$ cat src/rtl/ctrl_pkg.sv
// Shared encodings for the multicycle controller: state codes, opcodes,
// instruction classes and the per-state control decode.
package ctrl_pkg;

  typedef enum logic [2:0] {
    ST_FETCH  = 3'd0,
    ST_DECODE = 3'd1,
    ST_EXEC   = 3'd2,
    ST_MEM    = 3'd3,
    ST_WB     = 3'd4,
    ST_ERR    = 3'd7
  } state_t;

  typedef enum logic [2:0] {
    CLS_R = 3'd0,
    CLS_I = 3'd1,
    CLS_S = 3'd2,
    CLS_J = 3'd3,
    CLS_L = 3'd4
  } cls_t;

  localparam logic [6:0] OP_R = 7'b0110011;
  localparam logic [6:0] OP_I = 7'b0010011;
  localparam logic [6:0] OP_S = 7'b0100011;
  localparam logic [6:0] OP_J = 7'b0011011;
  localparam logic [6:0] OP_L = 7'b0001011;

  typedef struct packed {
    logic imem_req;
    logic dmem_req;
    logic memw;
    logic regw;
    logic jalr;
    logic pc_wb;
    logic alusrc;
    logic alud;
    logic error;
  } ctrl_t;

  // Controls that depend only on the state being entered and the latched class.
  function automatic ctrl_t state_ctrl(input state_t s, input cls_t c,
                                       input logic alusrc, input logic alud);
    ctrl_t o;
    logic  data_ph;
    data_ph    = (s == ST_EXEC) || (s == ST_MEM) || (s == ST_WB);
    o.imem_req = (s == ST_FETCH);
    o.dmem_req = (s == ST_MEM);
    o.memw     = (s == ST_MEM) && (c == CLS_S);
    o.regw     = (s == ST_WB);
    o.jalr     = (s == ST_WB) && (c == CLS_J);
    o.pc_wb    = (s == ST_WB) && (c == CLS_J);
    o.alusrc   = data_ph ? alusrc : 1'b0;
    o.alud     = data_ph ? alud : 1'b0;
    o.error    = (s == ST_ERR);
    return o;
  endfunction

endpackage

$ cat src/rtl/op_classify.sv
// Combinational instruction classifier: maps {op,funct3} to a class, a
// legality flag and the ALU source/destination selects.
module op_classify
  import ctrl_pkg::*;
(
  input  logic [6:0] i_op,
  input  logic [2:0] i_funct3,
  output logic [2:0] o_cls,
  output logic       o_legal,
  output logic       o_alu_src,
  output logic       o_alud
);

  // Decode table; anything not listed is illegal.
  always_comb begin
    o_cls     = CLS_R;
    o_legal   = 1'b0;
    o_alu_src = 1'b0;
    o_alud    = 1'b0;
    case (i_op)
      OP_R: begin
        o_cls = CLS_R;
        case (i_funct3)
          3'b000: begin
            o_legal = 1'b1;
            o_alud  = 1'b0;
          end
          3'b010, 3'b111, 3'b101: begin
            o_legal = 1'b1;
            o_alud  = 1'b1;
          end
          default: begin
            o_legal = 1'b0;
            o_alud  = 1'b0;
          end
        endcase
      end
      OP_I: begin
        o_cls     = CLS_I;
        o_alu_src = 1'b1;
        case (i_funct3)
          3'b000, 3'b010, 3'b111: o_legal = 1'b1;
          default:                o_legal = 1'b0;
        endcase
      end
      OP_S: begin
        o_cls     = CLS_S;
        o_alu_src = 1'b1;
        if (i_funct3 == 3'b010) begin
          o_legal = 1'b1;
        end else begin
          o_legal = 1'b0;
        end
      end
      OP_J: begin
        o_cls     = CLS_J;
        o_alu_src = 1'b1;
        o_legal   = 1'b1;
      end
      OP_L: begin
        o_cls     = CLS_L;
        o_alu_src = 1'b1;
        o_legal   = 1'b1;
      end
      default: begin
        o_cls   = CLS_R;
        o_legal = 1'b0;
      end
    endcase
  end

endmodule

$ cat src/rtl/multicycle_ctrl.sv
// Multicycle processor control FSM with memory-ack wait counter and a sticky
// error state reached on illegal instructions or memory timeouts.
module multicycle_ctrl
  import ctrl_pkg::*;
#(
  parameter int MEM_TIMEOUT = 15
) (
  input  logic       clk,
  input  logic       rst,
  input  logic [6:0] op,
  input  logic [2:0] funct3,
  input  logic       imem_ack,
  input  logic       dmem_ack,
  output logic       imem_req,
  output logic       dmem_req,
  output logic       IRWrite,
  output logic       PCWrite,
  output logic       RegW,
  output logic       MemW,
  output logic       ALUSrc,
  output logic       ALUD,
  output logic       Jalr,
  output logic       error,
  output logic [2:0] state
);

  // Comparing against TIMEOUT-1 before incrementing keeps the 4-bit counter in range.
  localparam logic [3:0] TMO_LAST = 4'(MEM_TIMEOUT - 1);

  state_t     r_state;
  logic [3:0] r_cnt;
  cls_t       r_cls;
  logic       r_alusrc;
  logic       r_alud;
  ctrl_t      r_ctl;

  logic [2:0] w_cls_raw;
  cls_t       w_cls;
  logic       w_legal;
  logic       w_alusrc;
  logic       w_alud;
  logic       w_fetch_ack;

  op_classify u_classify (
    .i_op      (op),
    .i_funct3  (funct3),
    .o_cls     (w_cls_raw),
    .o_legal   (w_legal),
    .o_alu_src (w_alusrc),
    .o_alud    (w_alud)
  );

  assign w_cls       = cls_t'(w_cls_raw);
  assign w_fetch_ack = (r_state == ST_FETCH) && imem_ack;

  // State, wait counter, latched class and registered per-state controls.
  always_ff @(posedge clk) begin
    if (rst) begin
      r_state  <= ST_FETCH;
      r_cnt    <= 4'd0;
      r_cls    <= CLS_R;
      r_alusrc <= 1'b0;
      r_alud   <= 1'b0;
      r_ctl    <= state_ctrl(ST_FETCH, CLS_R, 1'b0, 1'b0);
    end else begin
      case (r_state)
        ST_FETCH: begin
          if (imem_ack) begin
            r_state <= ST_DECODE;
            r_ctl   <= state_ctrl(ST_DECODE, r_cls, r_alusrc, r_alud);
          end else if (r_cnt == TMO_LAST) begin
            r_state <= ST_ERR;
            r_ctl   <= state_ctrl(ST_ERR, r_cls, r_alusrc, r_alud);
          end else begin
            r_cnt   <= r_cnt + 4'd1;
            r_ctl   <= state_ctrl(ST_FETCH, r_cls, r_alusrc, r_alud);
          end
        end
        ST_DECODE: begin
          if (w_legal) begin
            r_state  <= ST_EXEC;
            r_cls    <= w_cls;
            r_alusrc <= w_alusrc;
            r_alud   <= w_alud;
            r_ctl    <= state_ctrl(ST_EXEC, w_cls, w_alusrc, w_alud);
          end else begin
            r_state  <= ST_ERR;
            r_ctl    <= state_ctrl(ST_ERR, r_cls, r_alusrc, r_alud);
          end
        end
        ST_EXEC: begin
          if ((r_cls == CLS_S) || (r_cls == CLS_L)) begin
            r_state <= ST_MEM;
            r_cnt   <= 4'd0;
            r_ctl   <= state_ctrl(ST_MEM, r_cls, r_alusrc, r_alud);
          end else begin
            r_state <= ST_WB;
            r_ctl   <= state_ctrl(ST_WB, r_cls, r_alusrc, r_alud);
          end
        end
        ST_MEM: begin
          if (dmem_ack) begin
            if (r_cls == CLS_S) begin
              r_state <= ST_FETCH;
              r_cnt   <= 4'd0;
              r_ctl   <= state_ctrl(ST_FETCH, r_cls, r_alusrc, r_alud);
            end else begin
              r_state <= ST_WB;
              r_ctl   <= state_ctrl(ST_WB, r_cls, r_alusrc, r_alud);
            end
          end else if (r_cnt == TMO_LAST) begin
            r_state <= ST_ERR;
            r_ctl   <= state_ctrl(ST_ERR, r_cls, r_alusrc, r_alud);
          end else begin
            r_cnt   <= r_cnt + 4'd1;
            r_ctl   <= state_ctrl(ST_MEM, r_cls, r_alusrc, r_alud);
          end
        end
        ST_WB: begin
          r_state <= ST_FETCH;
          r_cnt   <= 4'd0;
          r_ctl   <= state_ctrl(ST_FETCH, r_cls, r_alusrc, r_alud);
        end
        ST_ERR: begin
          r_state <= ST_ERR;
          r_ctl   <= state_ctrl(ST_ERR, r_cls, r_alusrc, r_alud);
        end
        default: begin
          r_state <= ST_ERR;
          r_ctl   <= state_ctrl(ST_ERR, r_cls, r_alusrc, r_alud);
        end
      endcase
    end
  end

  // IRWrite and the fetch half of PCWrite follow imem_ack in the same cycle.
  assign IRWrite  = w_fetch_ack;
  assign PCWrite  = w_fetch_ack | r_ctl.pc_wb;
  assign imem_req = r_ctl.imem_req;
  assign dmem_req = r_ctl.dmem_req;
  assign RegW     = r_ctl.regw;
  assign MemW     = r_ctl.memw;
  assign ALUSrc   = r_ctl.alusrc;
  assign ALUD     = r_ctl.alud;
  assign Jalr     = r_ctl.jalr;
  assign error    = r_ctl.error;
  assign state    = r_state;

endmodule

$ cat config.mk
export PLATFORM = sky130hd
export DESIGN_NAME = multicycle_ctrl
export DESIGN_NICKNAME = d
export VERILOG_FILES = /design/src/rtl/ctrl_pkg.sv /design/src/rtl/op_classify.sv /design/src/rtl/multicycle_ctrl.sv
export SDC_FILE = /design/constraint.sdc
export NUM_CORES = 1
export LEC_CHECK = 0
export CORE_AREA = 5 5 56 58
export CTS_CLUSTER_DIAMETER = 50
export DETAILED_ROUTE_END_ITERATION = 10
export DIE_AREA = 0 0 61 63
export GPL_TIMING_DRIVEN = 0
export PLACE_DENSITY = 0.74
export SYNTH_ARGS = -nofsm -noshare
export SYNTH_HDL_FRONTEND = slang
export SYNTH_SLANG_ARGS = --single-unit
$ cat constraint.sdc
create_clock -name clk -period 2.7 [get_ports clk]
set_clock_uncertainty 0.05 [all_clocks]
set_input_delay 0.81 -clock clk [delete_from_list [all_inputs] [get_ports clk]]
set_output_delay 0.81 -clock clk [all_outputs]
set_load 0.02 [all_outputs]
==> results of run 1 <==
## through the flow
step / util / hold WS [ns] / setup slack, ns / TNS (ns) / instance area [um^2]
final: 0.581 / 0.421 / 0.105 / 0 / 1520
after global routing: 0.581 / 0.441 / 0.0401 / 0 / 1520
after CTS: 0.583 / 0.426 / 0.0350 / 0 / 1520
after detailed placement: 0.566 / 0.399 / -0.569 / -1.80 / 1480
after global placement: 0.566 / 0.396 / -0.565 / -1.67 / 1480
after floorplan: - / 0.368 / 0.306 / 0 / 1180
## worst max-delay path by stage
stage                     slack, ns       to  startpoint  cells past startpoint
after floorplan                0.31  PCWrite    imem_ack                      2
after global placement        -0.56  PCWrite    imem_ack                      4
after detailed placement      -0.57  PCWrite    imem_ack                      4
after CTS                      0.03  PCWrite    imem_ack                      4
after global routing           0.04  IRWrite    imem_ack                      3
final                          0.11  IRWrite    imem_ack                      3
## state kept, by name, indices dropped and copies added, names as in the netlist
register,count
r_cnt,4
r_cls,3
state,3
ALUD,1
ALUSrc,1
Jalr,1
MemW,1
RegW,1
dmem_req,1
error,1
imem_req,1
r_alud,1
r_alusrc,1
## layer usage
metal / vias up / share of wire / global-route usage
li1: 580 / - / -
met1: 498 / 0.45 / 0.196
met2: 37 / 0.47 / 0.251
met3: 4 / 0.052 / 0.0145
met4: 0 / 0.023 / 0.0867
met5: - / 0 / 0
## layout by cell type, fill, tap and decap left out, drive strengths merged, types with 3 or more instances in the layout
master,instances
and2b,3
o21ai,8
dfxtp,20
nor2b,6
clkdlybuf4s50,23
or3b,3
a21oi,12
nor2,12
nor3b,3
and3,4
buf,3
o221a,4
nor3,8
clkbuf,7
nand2,12
inv,3
## cell families after synthesis
kind of cell | share of synthesized area
fa+ha+maj | 0.0213
simple gates | 0.327
mux | 0.0170
flops | 0.341
buf+inv | 0.0298
compound gates | 0.257
xor+xnor | 0.00746
## report_power, final
group          total, mW  internal [mW]  switching, mW  leakage, nW
Clock              0.178         0.0824         0.0953       0.0210
Combinational      0.527          0.226          0.301        0.388
Sequential         0.378          0.339         0.0385        0.163
## Yosys cell counts, types with 2 or more instances
| master | count |
|---|---|
| or2_2 | 2 |
| o21ai_0 | 7 |
| nor3_1 | 8 |
| a31oi_1 | 2 |
| ha_1 | 2 |
| nand4bb_1 | 2 |
| o221a_2 | 4 |
| o41ai_1 | 2 |
| nand2b_1 | 2 |
| inv_1 | 3 |
| o31ai_1 | 2 |
| and3_1 | 4 |
| or3b_2 | 2 |
| clkbuf_1 | 3 |
| o21a_1 | 2 |
| nor3b_1 | 3 |
| a211oi_1 | 2 |
| and2b_2 | 2 |
| mux2i_1 | 2 |
| dfxtp_1 | 20 |
| nor2_1 | 12 |
| nand2_1 | 12 |
| nor2b_1 | 5 |
| a21oi_1 | 12 |
## repair_timing
action / CTS / global route
gates cloned: 0 / 0
hold buffers: 0 / 0
setup endpoints to repair: 2 / 1
gates resized for setup: 6 / 3
## worst register-to-register path: stages (launching register included)
cell	delay, ns
dfxtp_1	0.41
inv_1	0.06
ha_1	0.21
and3_1	0.18
clkbuf_1	0.18
or4_1	0.54
a21oi_1	0.18
## layout make-up
type	instances	area share
inverters	3	0.00741
flip-flops and latches	20	0.264
well taps	31	0.0255
clock buffers	4	0.0239
plain buffers	5	0.0165
multi-input cells	110	0.497
repair buffers	26	0.166
==> results.yml, run 1 <==
setup_path:
  worst-path-buf-inv: 2
  worstPathCellList: "dlygate4sd2_1 > nor4b_4 > dlygate4sd2_1"
  reg2reg_to: "r_cnt[0]$_SDFFE_PP0P_"
  crit_required_ns: 1.84
  critPathSlowestCell: "dlygate4sd2_1"
  cp_max_fo: 6
  r2r_start: "r_cnt[0]$_SDFFE_PP0P_"
  rrSetupSlack_ns: 0.82
  cp-end-kind: "primary output"
  r2r_cells: 6
  cp_slowest_stage_delay_ns: 0.37
  path_common_cell: "dlygate4sd2_1"
  crit_family: "buffers and inverters"
  crit_arrival_ns: 1.73
  crit_type: "input port to primary output"
  critPathLaunchType: "input port"
layout:
  multi_input_area_um2: 754
  nNetsFinal: 185
  fillers: 254
  seq_area_um2: 400
  fin_cells: 199
  drive_gt1_frac: 0.149
  area_growth_pct: 29.3
  diodes: 0
logic_synthesis:
  syn_nets: 154
  synth_cells: 138
  synth_top_area_frac: 0.341
  ys_seq_area_frac: 0.341
  yosys-top-cells-area: "dfxtp_1 (34%), a21oi_1 (5.1%), nand2_1 (3.8%)"
  synth-edff-count: 0
  synth_top_area_cell: "dfxtp_1"
  async_flop_share: 0
  yosys.cell_types.count: 45
  avgSynthCellArea_um2: 8.51
  ys_seq_elements: 20
  yosys_warnings: 0
  synthFlopType: "dfxtp_1"
  synth_area_um2: 1170
placed_design:
  portBuffers: 26
  dpl.cell_count: 195
  routabilityCongestion: 0.842
  dp_hpwl_um: 2060
detailed_routing:
  post_drt_wl_per_cell_um: 13.5
  num_vias: 1119
  viasPerCell: 5.62
  dr.first_iter.drc_count: 41
  ant_nets: 0
  dr.pass1.iters: 4
  drc: 0
  wirelength_um: 2690
floorplanning:
  die_y_um: 63
  dieArea_um2: 3840
  start_util: 0.449
  num_io_pins: 27
  row_count: 19
  die_x_um: 61
  coreArea_um2: 2620
clocking:
  cts-root-buf: "clkbuf_4"
  postCtsSetupRepairBufs: 0
  clock_latency_ns: 0.31
  cts.clk_slew.worst_paths_ns: 0.12
  cts_tree: "yes"
  cts_sinks: 20
  htreeDepth: 1
  cts_buffers: 3
  cts_max_path_buffers: 2
sta:
  slew_headroom: 0.620
  slew_violations: 0
  finalSetupViolations: 0
  layout_min_cycle_time_ns: 2.59
  fmax_ghz: 0.385
  hold_violations: 0
  worstMarginPinSlew_ns: 0.556
  rsz0062_at_grt: "false"
  period_share: 0.961
grt:
  grt_max_degree: 12
  antenna_found_initial: 0
  grt_usage: 0.156
  grt-ovfl-total: 0
  grt_pass1_vias: 1087
  grt_pass1_wl_um: 4660
outcome:
  outcome: "finished, final reports clean"
power:
  p_per_area_nw_per_um2: 712
  p_leak_nw: 0.572
  peakVddDrop_mv: 0.454
  total_power_mw: 1.08
job:
  cap_violations: 0
worst_hold_path:
  worstHoldPathCells: 2
  hold-path-endpoint: "ALUSrc$_SDFF_PP0_"
  hold_path_class: "flip-flop to flip-flop"
  hp-start: "r_alusrc$_SDFFE_PP0P_"
Note: power is estimated with default switching activity, not from simulation.
==> run 2, diff against run 1 <==
- CTS_BUF_LIST: not set -> sky130_fd_sc_hd__clkbuf_8
==> run 2 against run 1 <==
Worst hold slack worse by 0.0054 ns. Die area unchanged. Cell count did not move. Fmax down 1.7%. Sequential power hardly changed. Clock power grew 29%. Non-clock buffer count did not move. First-iteration DRC count up 22%. Sequential cell count is the same. Power increased by 4.7%. Worst setup slack worse by 0.044 ns. Critical path type unchanged. Largest cell class unchanged.
==> results.yml, run 2 (synthesized netlist as in run 1, its figures left out) <==
setup_path:
  crit_arrival_ns: 1.78
  r2r_cells: 5
  reg2reg_to: "r_cnt[2]$_SDFFE_PP0P_"
  rrSetupSlack_ns: 0.85
  crit_type: "input port to primary output"
  critPathLaunchType: "input port"
  cp-end-kind: "primary output"
  cp_max_fo: 6
  crit_required_ns: 1.84
  r2r_start: "state[1]$_SDFF_PP0_"
sta:
  period_share: 0.977
  holdWs_ns: 0.416
  hold_violations: 0
  fmax_ghz: 0.379
  slew_violations: 0
  slew_headroom: 0.620
  layout_setup_ws_ns: 0.0612
  worstMarginPinSlew_ns: 0.556
  rsz0062_at_grt: "false"
  finalSetupViolations: 0
  layout_min_cycle_time_ns: 2.64
detailed_routing:
  viasPerCell: 5.58
  wirelength_um: 2630
  drc: 0
  num_vias: 1110
  dr.first_iter.drc_count: 50
  dr.pass1.iters: 4
  ant_nets: 0
  post_drt_wl_per_cell_um: 13.2
clocking:
  postCtsHoldBufs: 0
  clock_latency_ns: 0.26
  cts_max_path_buffers: 2
  cts_tree: "yes"
  cts.clk_slew.worst_paths_ns: 0.07
  cts_sinks: 20
  cts_buffers: 3
  cts_resized: 6
  cts-root-buf: "clkbuf_8"
  postCtsSetupRepairBufs: 0
  htreeDepth: 1
power:
  p_leak_nw: 0.578
  p_per_area_nw_per_um2: 733
  peakVddDrop_mv: 0.459
placed_design:
  portBuffers: 26
  post-place-ws_ns: -0.569
  dpl-instance-area_um2: 1480
  routabilityCongestion: 0.842
  dp_hpwl_um: 2060
layout:
  fin_area_um2: 1550
  final_common_cell: "clkdlybuf4s50_1"
  layout_common_cells: "clkdlybuf4s50_1 (23), dfxtp_1 (20), nor2_1 (12), nand2_1 (12), a21oi_1 (12)"
  diodes: 0
  fillers: 246
  largest_register_ffs: 4
  area_growth_pct: 31.5
  nNetsFinal: 185
  top_register: "r_cnt"
  drive_gt1_frac: 0.149
floorplanning:
  row_count: 19
  coreArea_um2: 2620
  die_y_um: 63
  dieArea_um2: 3840
  num_io_pins: 27
  die_x_um: 61
  start_util: 0.449
worst_hold_path:
  hold_path_class: "flip-flop to flip-flop"
  hold-path-endpoint: "ALUSrc$_SDFF_PP0_"
  hp-start: "r_alusrc$_SDFFE_PP0P_"
  worstHoldPathCells: 2
job:
  cap_violations: 0
grt:
  grt_pass1_wl_um: 4620
  grt_max_degree: 12
  antenna_found_initial: 0
  grt_pass1_vias: 1062
  grt_usage: 0.154
  grt-ovfl-total: 0
outcome:
  outcome: "finished, final reports clean"
[run 2: cell type report]
| class | count | area, um^2 | share of cell area |
|---|---|---|---|
| Timing Repair Buffer | 26 | 260 | 0.168 |
| Sequential cell | 20 | 400 | 0.259 |
| Multi-Input combinational cell | 110 | 754 | 0.488 |
| Clock buffer | 4 | 55.1 | 0.0356 |
| Buffer | 5 | 25.0 | 0.0162 |
| Tap cell | 31 | 38.8 | 0.0251 |
| Inverter | 3 | 11.3 | 0.00729 |
[run 2: layer usage]
| metal | global-route usage | up-vias | part of all wire |
|---|---|---|---|
| li1 | - | 576 | - |
| met1 | 0.194 | 496 | 0.45 |
| met2 | 0.250 | 33 | 0.47 |
| met3 | 0.0207 | 5 | 0.061 |
| met4 | 0.0732 | 0 | 0.023 |
| met5 | 0 | - | 0 |
[run 2: critical path: stages]
cell and delay (ns):
clkdlybuf4s15_1 0.25, nor4b_4 0.17, or2_2 0.29, clkdlybuf4s15_2 0.26
[run 2: per-stage QoR]
stage | setup TNS [ns] | utilization | cells | total power [mW]
after floorplan | 0 | - | 138 | 0.722
after global placement | -1.67 | 0.566 | 195 | 0.892
after detailed placement | -1.80 | 0.566 | 195 | 0.901
after CTS | 0 | 0.590 | 199 | 1.13
after global routing | 0 | 0.591 | 199 | 1.21
final | 0 | 0.591 | 199 | 1.13
[run 2: how the worst max path moves through the flow]
stage             start      end  slack, ns
2_1_floorplan  imem_ack  PCWrite       0.31
3_3_place_gp   imem_ack  PCWrite      -0.56
3_5_place_dp   imem_ack  PCWrite      -0.57
4_1_cts        imem_ack  PCWrite       0.04
5_1_grt        imem_ack  PCWrite      0.001
6_report       imem_ack  PCWrite       0.06
[run 2: report_power, final]
part	leakage, nW	internal [mW]	switching (mW)
Clock	0.0288	0.130	0.0988
Combinational	0.386	0.230	0.298
Sequential	0.163	0.340	0.0366
Total	0.578	0.699	0.434
==> run 3, diff against run 2 <==
- SKIP_LAST_GASP: not set -> 1
==> results of run 3 <==
No change in the layout: final DEF, timing and power equal those of run 2.
